## src/rtl/bit_index_emit_if.sv

```systemverilog
// Shared feature types and the handshake bundle between a feature-word
// producer, the set-bit index emitter and its index/count consumer.

package bit_index_emit_pkg;
    typedef logic [7:0] feature_t;
    typedef logic [3:0] feature_count_t;
endpackage

interface bit_index_emit_if #(
    parameter type data_t  = bit_index_emit_pkg::feature_t,
    parameter type index_t = logic [$clog2($bits(data_t))-1:0],
    parameter type count_t = bit_index_emit_pkg::feature_count_t
);
    logic   data_vld;
    data_t  data_i;
    logic   ready;
    logic   idx_vld;
    index_t idx_o;
    logic   idx_last;
    logic   idx_rdy;
    logic   done_vld;
    count_t count_o;

    // Producer/consumer side: offers words, accepts indices.
    modport master (
        output data_vld, data_i, idx_rdy,
        input  ready, idx_vld, idx_o, idx_last, done_vld, count_o
    );

    // Emitter side.
    modport slave (
        input  data_vld, data_i, idx_rdy,
        output ready, idx_vld, idx_o, idx_last, done_vld, count_o
    );
endinterface

```

## src/rtl/bit_index_emit.sv

```systemverilog
// Serial set-bit index emitter: takes one feature word, streams the index of
// every set bit lowest-first (one per handshake), then pulses the total count.

module bit_index_emit #(
    parameter type data_t  = bit_index_emit_pkg::feature_t,
    parameter type index_t = logic [$clog2($bits(data_t))-1:0],
    parameter type count_t = bit_index_emit_pkg::feature_count_t
) (
    input  logic            clk,
    input  logic            rst_n,
    bit_index_emit_if.slave bus
);

    localparam int W = $bits(data_t);

    // The count must be able to hold W itself (all bits set).
    if ($bits(count_t) < $clog2(W + 1)) begin : g_count_width_check
        $error("bit_index_emit: count_t is too narrow to hold W");
    end

    typedef enum logic [1:0] {
        IDLE,
        EMIT,
        FINISH
    } state_t;

    state_t         state_q, state_d;
    logic [W-1:0]   data_q, data_d;
    count_t         count_q, count_d;

    logic [W-1:0]   lowest;
    index_t         enc;
    logic           last;

    // Isolate the lowest set bit and encode it; a zero word encodes to 0.
    always_comb begin
        lowest = data_q & (~data_q + W'(1));
        enc    = '0;
        for (int i = 0; i < W; i++) begin
            if (lowest[i]) enc = index_t'(i);
        end
        last   = (data_q ^ lowest) == '0;
    end

    // Next-state and datapath update; defaults first so nothing holds implicitly.
    always_comb begin
        // NOTE: every variable gets a default before the case so no path leaves it unassigned (no latch).
        state_d = state_q;
        data_d  = data_q;
        count_d = count_q;
        case (state_q)
            IDLE: begin
                if (bus.data_vld) begin
                    data_d  = bus.data_i;
                    count_d = '0;
                    state_d = (bus.data_i != '0) ? EMIT : FINISH;
                end
            end
            EMIT: begin
                if (bus.idx_rdy) begin
                    data_d  = data_q ^ lowest;
                    count_d = count_q + count_t'(1);
                    if (last) state_d = FINISH;
                end
            end
            FINISH: begin
                state_d = IDLE;
            end
            default: begin
                state_d = IDLE;
            end
        endcase
    end

    // State and datapath registers with synchronous active-low reset.
    always_ff @(posedge clk) begin
        // NOTE: sequential state uses non-blocking assignments so every register samples pre-edge values.
        if (!rst_n) begin
            state_q <= IDLE;
            data_q  <= '0;
            count_q <= '0;
        end else begin
            state_q <= state_d;
            data_q  <= data_d;
            count_q <= count_d;
        end
    end

    // Outputs decode registered state only and are forced low while in reset.
    always_comb begin
        bus.ready    = rst_n && (state_q == IDLE);
        bus.idx_vld  = rst_n && (state_q == EMIT);
        bus.done_vld = rst_n && (state_q == FINISH);
        bus.idx_o    = rst_n ? enc : '0;
        bus.idx_last = rst_n && (state_q == EMIT) && last;
        bus.count_o  = rst_n ? count_q : '0;
    end

endmodule

```

## src/flat_wrapper.sv

```systemverilog
// flat-port wrapper written by rule: the top's interface ports become plain ports
module bit_index_emit_flat 
#(
    parameter type data_t  = bit_index_emit_pkg::feature_t,
    parameter type index_t = logic [$clog2($bits(data_t))-1:0],
    parameter type count_t = bit_index_emit_pkg::feature_count_t
)
  (clk, rst_n, bus_data_vld, bus_data_i, bus_idx_rdy, bus_ready, bus_idx_vld, bus_idx_o, bus_idx_last, bus_done_vld, bus_count_o);
  bit_index_emit_if #(.data_t(data_t), .index_t(index_t), .count_t(count_t)) bus_i ();
  input  logic clk;
  input  logic rst_n;
  input wire logic [$bits(bus_i.data_vld)-1:0] bus_data_vld;
  input wire logic [$bits(bus_i.data_i)-1:0] bus_data_i;
  input wire logic [$bits(bus_i.idx_rdy)-1:0] bus_idx_rdy;
  output wire logic [$bits(bus_i.ready)-1:0] bus_ready;
  output wire logic [$bits(bus_i.idx_vld)-1:0] bus_idx_vld;
  output wire logic [$bits(bus_i.idx_o)-1:0] bus_idx_o;
  output wire logic [$bits(bus_i.idx_last)-1:0] bus_idx_last;
  output wire logic [$bits(bus_i.done_vld)-1:0] bus_done_vld;
  output wire logic [$bits(bus_i.count_o)-1:0] bus_count_o;
  assign bus_i.data_vld = bus_data_vld;
  assign bus_i.data_i = bus_data_i;
  assign bus_i.idx_rdy = bus_idx_rdy;
  assign bus_ready = bus_i.ready;
  assign bus_idx_vld = bus_i.idx_vld;
  assign bus_idx_o = bus_i.idx_o;
  assign bus_idx_last = bus_i.idx_last;
  assign bus_done_vld = bus_i.done_vld;
  assign bus_count_o = bus_i.count_o;
  bit_index_emit #(.data_t(data_t), .index_t(index_t), .count_t(count_t)) u_core (.clk(clk), .rst_n(rst_n), .bus(bus_i));
endmodule
```

## config.mk

```make
export PLATFORM = sky130hd
export DESIGN_NAME = bit_index_emit_flat
export DESIGN_NICKNAME = d
export VERILOG_FILES = /design/src/rtl/bit_index_emit_if.sv /design/src/rtl/bit_index_emit.sv /design/src/flat_wrapper.sv
export SDC_FILE = /design/constraint.sdc
export NUM_CORES = 1
export LEC_CHECK = 0
export BUFFER_PORTS_ARGS = -buffer_cell sky130_fd_sc_hd__buf_2
export CAP_MARGIN = 20
export CORE_MARGIN = 2
export CORE_UTILIZATION = 25
export CTS_BUF_LIST = sky130_fd_sc_hd__clkbuf_4
export DETAILED_ROUTE_END_ITERATION = 10
export GPL_TIMING_DRIVEN = 1
export PLACE_DENSITY_LB_ADDON = 0.15
export SLEW_MARGIN = 20
export SYNTH_ARGS = -nofsm -noshare
export SYNTH_HDL_FRONTEND = slang
export SYNTH_SLANG_ARGS = --single-unit
```

## constraint.sdc

```tcl
create_clock -name clk -period 2.85 [get_ports clk]
set_clock_uncertainty 0.2 [all_clocks]
set_input_delay 0.4275 -clock clk [delete_from_list [all_inputs] [get_ports clk]]
set_output_delay 0.4275 -clock clk [all_outputs]
set_load 0.005 [all_outputs]
```

# Word-level counts from Yosys, hierarchy flattened
# Cells that the tools add are included.
[op_classes]
n_addsub = 2
n_eq_ne = 5
n_mux = 20
bitwise = 3
reduce_logical = 10
[op_table]
columns = ["operator", "count"]
rows = [
  ["2-to-1 mux 8 bit", 2],
  ["one-hot mux 8 bit (2 select lines)", 1],
  ["2-to-1 mux 3 bit", 5],
  ["2-to-1 mux 2 bit", 6],
  ["2-to-1 mux 4 bit", 3],
  ["adder 8 x 1 -> 8 bit, second input constant", 1],
  ["bitwise AND 8 bit", 1],
  ["logical NOT 8 bit", 1],
  ["inverter 8 bit", 1],
  ["one-hot mux 4 bit (2 select lines)", 1],
  ["nonzero test 8 bit", 1],
  ["XOR 8 bit", 1],
  ["AND reduction 3 bit", 2],
  ["adder 4 x 1 -> 4 bit, second input constant", 1],
  ["logical AND 1 bit", 4],
  ["inequality test 2 bit, second input constant", 2],
  ["one-hot mux 2 bit (2 select lines)", 1],
  ["== test 2 x 1 -> 1 bit, second input constant", 1],
  ["== test 2 bit, second input constant", 1],
  ["logical NOT 2 bit", 1],
  ["inequality test 2 x 1 -> 1 bit, second input constant", 1],
  ["nonzero test 2 bit", 1],
  ["2-to-1 mux 1 bit", 1],
]
[word_totals]
regBits = 14
output_inout_bits = 11
word_cells = 43

# Longest topological paths before layout
# Gate-level depths: netlist of run 1.
[logic_depth]
ltp_word = 11
ltp_mapped = 6
depth_no_buf = 5

# Least setup slack after synthesis of run 1
# No wires, ideal clock.
[synth_path]
path_kind = "reg2out"
start = "register u_core.data_q[0]"
end = "output bus_idx_last"
arrival_ns = 1.576
required_ns = 2.223
slack_ns = 0.646
stages_incl_launch_ff = 6
cell_sequence = "dfxtp_1 or4_1 buf_6 a2111oi_4 o31ai_2 nor2_1"
[synth_via]
elab_chain_len = 6
[synth_rtl]
columns = ["item", "line_no", "text"]
rows = [
  ["start: declaration", "bit_index_emit.sv:28", "logic [W-1:0] data_q, data_d;"],
  ["start signal: assignment", "bit_index_emit.sv:84", "data_q <= data_d;"],
  ["inverter 8 bit", "bit_index_emit.sv:37", "lowest = data_q & (~data_q + W'(1));"],
  ["adder 8 x 1 -> 8 bit", "bit_index_emit.sv:37", ""],
  ["bitwise AND 8 bit", "bit_index_emit.sv:37", ""],
  ["XOR 8 bit *", "bit_index_emit.sv:42", "last = (data_q ^ lowest) == '0;"],
  ["logical NOT 8 bit *", "bit_index_emit.sv:42", ""],
  ["logical AND 1 bit *", "bit_index_emit.sv:95", "bus.idx_last = rst_n && (state_q == EMIT) && last;"],
  ["end: declaration", "flat_wrapper.sv:18", "output wire logic [$bits(bus_i.idx_last)-1:0] bus_idx_last;"],
]
# Mark *: on every way between the ends. The rest lies on a longest branch, timed or not.

# Worst setup path after layout of run 1
# Same ends and word-level chain as after synthesis.

==> results of run 1 <==
## cells by family (layout without fill, tap and decap cells)
kind of cell	Yosys count	in the layout	synth area share, %
AND/OR/NAND/NOR	54	54	30.4
AO/OA/AOI/OAI	40	40	30.4
flip-flops	14	14	31.9
buffers and inverters	9	32	4.69
adder cells (fa/ha/maj)	2	2	2.56
## per-stage QoR
step                instance area [µm²]  cells  hold WS, ns  utilization [%]
CTS                                1060    188        0.214             31.6
global placement                   1040    185        0.254             30.9
finish                             1070    188        0.226             31.8
detailed placement                 1040    185        0.264             30.9
floorplan                           880    119        0.236                -
global route                       1070    188        0.238             31.8
## critical path, delay by kind of cell (launching register included)
kind / cells / cell delay [ns]
compound gates: 2 / 0.51
buf+inv: 1 / 0.12
simple gates: 2 / 0.73
flops: 1 / 0.37
## power groups by stage
| stage | clock [µW] | combinational [µW] | sequential (µW) |
|---|---|---|---|
| final | 113 | 205 | 255 |
| after global routing | 130 | 232 | 260 |
| after CTS | 119 | 201 | 252 |
| after detailed placement | 0 | 200 | 257 |
| after global placement | 0 | 199 | 257 |
| after floorplan | 0 | 153 | 242 |
## path summary, 6_finish.rpt
kind	startpoint	end	slack [ns]	cells past startpoint
max	u_core.data_q[0]	bus_idx_last	0.22	5
min reg2reg	u_core.count_q[3]	u_core.count_q[3]	0.27	2
min	bus_data_i[1]	u_core.data_q[1]	0.23	3
max reg2reg	u_core.data_q[0]	u_core.state_q[1]	0.81	5
## cell usage after synthesis
cell type	n
o31ai_1	4
nor4_2	1
nor2b_1	1
o22ai_1	1
o211ai_1	2
o21ai_1	3
a2111oi_1	1
ha_1	1
o21ai_0	9
nand3_1	3
buf_6	1
or3_1	1
a2111oi_4	1
a21o_1	1
dfxtp_1	14
and2_1	5
a22oi_1	2
nor3_2	1
a21oi_1	13
nor3_1	2
nand2b_1	1
maj3_1	1
nor4_1	3
a32o_1	1
nor3b_1	1
nor2_1	13
a221oi_1	1
o31ai_2	1
and3_1	2
or3_2	1
or4_1	1
inv_1	5
nand2_1	18
clkbuf_1	3
## flip-flops by register name, indices dropped and copies added (netlist names)
signal,cells
u_core.count_q,4
u_core.data_q,8
u_core.state_q,2
## cells in the final DEF (no fill, tap or decap), types with 3 or more instances in the layout
master,netlist,routed
nand3_1,3,3
nand2_1,18,18
buf_2,0,22
clkbuf_4,0,3
a21oi_1,13,13
o21ai_0,9,9
nor2_1,13,13
o31ai_1,4,4
dfxtp_1,14,14
nor4_1,3,3
inv_1,5,5
and2_1,5,5
o21ai_1,3,3
## routing by layer
layer | wire [µm] | up-vias | part of all wire (%) | track usage, %
met5 | 0 | - | 0 | 0
met4 | 18 | 0 | 0.73 | 4.35
met2 | 1090 | 19 | 44 | 18.6
met3 | 114 | 2 | 4.6 | 2.32
li1 | - | 481 | - | -
met1 | 1250 | 418 | 50 | 19.6
## layout make-up
type	count	area, µm²	share of cell area, %
multi-input combinational	96	567	52.9
sequential	14	280	26.2
timing repair buffer	24	125	11.7
tap	46	57.6	5.37
clock buffer	3	22.5	2.10
inverter	5	18.8	1.75
## what timing repair did
action                     in CTS  in global routing
setup endpoints to repair       0                  3
setup buffers                   0                  0
gates resized for setup         0                  2
==> summary.txt, run 1 <==
Clock network
  • CTS tree: built
  • Hold_buf cts: 0
  • Worst skew pair latency: 0.27 ns
  • CTS Buf Count: 3
  • CTS H-Tree Depth: 1
  • Clk sinks: 14
  • Worst-path clk slew: 0.09 ns
  • CTS Buffer Depth: 2
  • CTS Root Buffer Type: clkbuf_4

Global route
  • First-pass GRT wire length: 4.20 mm
  • Antenna violations before repair: 0
  • GRT Residual Overflow: 0
  • Total GRT Usage: a little over an eighth
  • Largest net degree at the start of global routing: 16
  • Vias in the first global route: 865

Timing
  • RSZ-0062 raised after global routing: no
  • Slew HR: 64.0%
  • Final WS setup: 0.217 ns
  • Worst Max-Slew Pin Slew: 0.536 ns
  • Fin crit period: 2.63 ns
  • TNS Setup: 0 ns
  • Final setup violation count: 0
  • Period utilization: 92.4%
  • Peak Freq: about 380 MHz
  • Hold Fails Final Rpt: 0
  • Max-slew violations: 0

Detailed routing
  • # DRC: 0
  • DR pass1 iterations: 4
  • Final antenna-violating net count: 0
  • Routed vias: 920
  • Final WL: 2.47 mm
  • 1st-iter DRT viols: 59
  • Drt wl/cell: around 13 µm
  • Avg Vias per Cell: 4.89

Power and ir drop
  • P_sw: 218 µW
  • Int Power: 355 µW
  • Seq pwr share: 44.5%
  • Clock Power Share: 19.7%
  • P_leak: roughly 0.00045 µW
  • Power Density: 535 nW/µm²
  • Share of total power in combinational logic: a little over a third
  • Peak supply drop: just over 0.2 mV
  • Sw Ratio: 38.0%
  • Total power: 573 µW

Floorplan
  • Die area: ~4000 µm²
  • Die Y: between 60 and 70 µm
  • I/O Pins: 23
  • Num rows: 21
  • DIE WIDTH: between 60 and 70 µm
  • Core Region: 3360 µm²
  • Initial Utilization: 26.2%

Placement
  • DP Worst Slack: 0.428 ns
  • HPWL after DPL: roughly 1.9 mm
  • # port buffers: 22
  • GP Congestion: between 0.8 and 0.9

Worst setup path
  • Critical path arrival: 2.01 ns
  • Req. time, crit path: 2.22 ns
  • CP cell instances: or4_4 -> a2111oi_4 -> o31ai_2 -> nor2_1 -> buf_2
  • CP peak stage delay: 0.63 ns
  • Worst-path fanout max: 7
  • Crit path kind: flop to primary output
  • Slowest CP cell: or4_4
  • Startpoint Class: flop
  • Crit path capture type: primary output

Synthesis
  • Sequential area share after synthesis: 31.9%
  • Syn Nets: between 100 and 150
  • Syn_area_per_cell: 7.39 µm²
  • Top cell type's share of synthesized area: approximately a third
  • Synthesized flop and latch total: 14
  • Syn Std Cell Area: between 800 and 900 µm²
  • Ys Warns: 0
  • Top cells by area, synth: dfxtp_1 (32%), nand2_1 (7.7%), a21oi_1 (7.4%)
  • Area leader, netlist: dfxtp_1
  • Cell variety after synth: 34
  • Mapped Cells: 119

Cells and area
  • Number of diodes: 0
  • Fillers: just under 400
  • Number of nets in the layout: 157
  • Layout cell share with drive strength beyond 1: between 20% and 30%
  • Area delta synth->final: 21.8%

Run status
  • Status: completed

Flow run
  • Count of max-cap constraint violations: 0

Worst hold path
  • HP Class: input port to flop
Note: power is estimated with default switching activity, not from simulation.
==> inputs of run 2 (changes only) <==
Settings changed: GPL_TIMING_DRIVEN 1 to 0, TNS_END_PERCENT from default to 100.
==> run 2 against run 1 <==
Effect of this change: fmax is 3.9% lower; hold slack worse by 0.013 ns; register-to-register slack worse by 0.15 ns; setup slack worse by 0.11 ns; sequential share of layout area is 0.061 points lower; sequential cell count stayed put; via count is 4.6% higher; design area is 0.23% higher; core utilization is 0.074 points higher; critical endpoint unchanged.
==> summary.txt, run 2 (synthesized netlist as in run 1, its figures left out) <==
Timing
  • Worst Max-Slew Pin Slew: 0.733 ns (+0.198 ns)
  • RSZ-0062 raised after global routing: no
  • Final hold slack: 0.213 ns (-0.0132 ns)
  • TNS Setup: 0 ns (unchanged)
  • Period utilization: 96.2% (+3.8 points)
  • Max-slew violations: 0 (unchanged)
  • Hold Fails Final Rpt: 0 (unchanged)
  • Final setup violation count: 0 (unchanged)
  • Peak Freq: 365 MHz (-3.9%)
  • Fin crit period: 2.74 ns (+0.108 ns)
  • Slew HR: 51.1% (-13 points)

Placement
  • # port buffers: 22 (unchanged)
  • GP Congestion: 0.841 (+2.2%)
  • HPWL after DPL: 1.92 mm (+3.2%)

Detailed routing
  • # DRC: 0 (unchanged)
  • DR pass1 iterations: 4 (unchanged)
  • Avg Vias per Cell: 5.04 (+2.9%)
  • Final antenna-violating net count: 0 (unchanged)
  • Routed vias: 962 (+4.6%)
  • 1st-iter DRT viols: 82 (+39%)
  • Final WL: 2.70 mm (+9.1%)
  • Drt wl/cell: 14.1 µm (+7.4%)

Power and ir drop
  • Peak supply drop: 0.184 mV (-8.6%)
  • Clock Power Share: 21.2% (+1.5 points)
  • P_sw: 230 µW (+5.3%)
  • Sw Ratio: 39.3% (+1.2 points)
  • Share of total power in combinational logic: 36.7% (+0.9 points)
  • P_leak: 0.000451 µW (about the same)
  • Power Density: 545 nW/µm² (+1.8%)
  • Seq pwr share: 42.1% (-2.4 points)
  • Int Power: 355 µW (about the same)

Worst hold path
  • Worst hold endpoint: u_core.data_q[1]
  • HP Class: input port to flop
  • Worst Min Path Start: bus_data_i[1]
  • Hold path depth: 3 (unchanged)

Global route
  • Antenna violations before repair: 0 (unchanged)
  • Largest net degree at the start of global routing: 11 (-5)
  • Vias in the first global route: 882 (+2.0%)
  • Total GRT Usage: 13.8% (+0.78 points)
  • First-pass GRT wire length: 4.32 mm (+3.0%)
  • GRT Residual Overflow: 0 (unchanged)

Run status
  • Status: completed

Clock network
  • Setup Buffers After CTS: 0 (unchanged)
  • CTS H-Tree Depth: 1 (unchanged)
  • CTS tree: built
  • CTS Root Buffer Type: clkbuf_4
  • Worst-path clk slew: 0.10 ns (about the same)
  • CTS Buf Count: 3 (unchanged)
  • Clk sinks: 14 (unchanged)
  • Post-CTS sizing: 0 (unchanged)
  • CTS Buffer Depth: 2 (unchanged)
  • Hold_buf cts: 0 (unchanged)
  • Worst skew pair latency: 0.29 ns (+0.02 ns)

Cells and area
  • Commonest non-fill, non-tap cell in the layout: buf_2
  • Area delta synth->final: 22.0%
  • Fillers: 414 (+4.3%)
  • Commonest cells after routing, fill and taps aside: buf_2 (22), nand2_1 (18), dfxtp_1 (14), nor2_1 (13), a21oi_1 (13)
  • Number of diodes: 0 (unchanged)
  • Number of nets in the layout: 159 (+1.3%)
  • Layout cell share with drive strength beyond 1: 21.4% (-2.6 points)
  • Biggest regs: u_core.data_q: 8 flops, u_core.count_q: 4 flops, u_core.state_q: 2 flops
  • Core Util, Final: 31.9% (+0.074 points)
  • Flip-flop count of the largest register after layout: 8 (unchanged)
  • Biggest register: u_core.data_q

Worst setup path
  • R2R Path Start: u_core.state_q[0]
  • Worst-path fanout max: 7 (unchanged)
  • R2r endpoint: u_core.data_q[2]
  • CP peak stage delay: 0.55 ns (-0.08 ns)
  • Critical path arrival: 2.11 ns (+0.10 ns)
  • R2R setup slack: 0.66 ns (-0.15 ns)
  • Slowest CP cell: or4_1
  • Crit path kind: flop to primary output
  • Req. time, crit path: 2.22 ns (about the same)
  • Startpoint Class: flop
  • CP cell instances: or4_1 -> buf_6 -> a2111oi_4 -> o31ai_2 -> nor2_1 -> buf_2
  • Reg2Reg Depth: 6 (+1)
  • Crit path capture type: primary output

Floorplan
  • Core Region: 3360 µm² (unchanged)
  • Die Y: 63.3 µm (unchanged)
  • Initial Utilization: 26.2% (unchanged)
  • I/O Pins: 23 (unchanged)
  • Num rows: 21 (unchanged)
  • Die area: 4010 µm² (unchanged)
  • DIE WIDTH: 63.3 µm (unchanged)

Flow run
  • Count of max-cap constraint violations: 0 (unchanged)
-- run 2: cell types whose count changed in the layout (fill, tap and decap cells not counted) --
cell       change
buf_4          -2
buf_6          +1
a2111oi_2      -1
a2111oi_1      +1
clkbuf_1       +3
or4_1          +1
or4_4          -1
clkinv_1       +1
-- run 2: final cells by class --
type / count / area, µm² / share of cell area [%]
clock buffers: 3 / 22.5 / 2.10
repair buffers: 22 / 110 / 10.3
multi-input cells: 96 / 558 / 52.0
plain buffers: 4 / 22.5 / 2.10
flip-flops and latches: 14 / 280 / 26.1
well taps: 46 / 57.6 / 5.36
inverters: 5 / 18.8 / 1.75
clock inverters: 1 / 3.75 / 0.350
-- run 2: worst max-delay path by stage --
stage / startpoint / end / slack [ns] / cells after the start
final: u_core.data_q[0] / bus_idx_last / 0.11 / 6
after global routing: u_core.data_q[0] / bus_idx_last / 0.03 / 6
after CTS: u_core.data_q[0] / bus_idx_last / 0.1 / 6
after detailed placement: u_core.data_q[0] / bus_idx_last / 0.44 / 6
after global placement: u_core.data_q[0] / bus_idx_last / 0.46 / 6
after floorplan: u_core.data_q[0] / bus_idx_last / 0.65 / 5
-- run 2: power groups by stage --
stage,combinational (µW),sequential [µW],clock [µW]
5_1_grt,240,250,140
3_5_place_dp,215,250,0
3_3_place_gp,213,249,0
2_1_floorplan,153,242,0
6_report,215,246,124
4_1_cts,216,245,130
-- run 2: worst max-delay path, delay by kind of cell, from the launching register on --
kind,cells,cell delay [ns]
buffers and inverters,2,0.27
AOI/OAI and AO/OA,2,0.51
DFF,1,0.38
and+or+nand+nor,2,0.65
-- run 2: per-stage QoR --
stage	setup WS [ns]	instance area, µm²	total power (µW)	cells
2_1_floorplan	0.646	880	395	119
3_3_place_gp	0.459	1050	462	187
3_5_place_dp	0.440	1050	465	187
4_1_cts	0.0954	1070	592	191
5_1_grt	0.0254	1070	631	191
6_report	0.109	1070	585	191
-- run 2: routing by layer --
layer  part of all wire (%)  vias to the layer above  track usage (%)
li1                       -                      482                -
met1                     48                      447             18.7
met3                    5.3                        4             3.57
met2                     46                       29             21.1
met4                    1.4                        0             5.16
met5                      0                        -                0
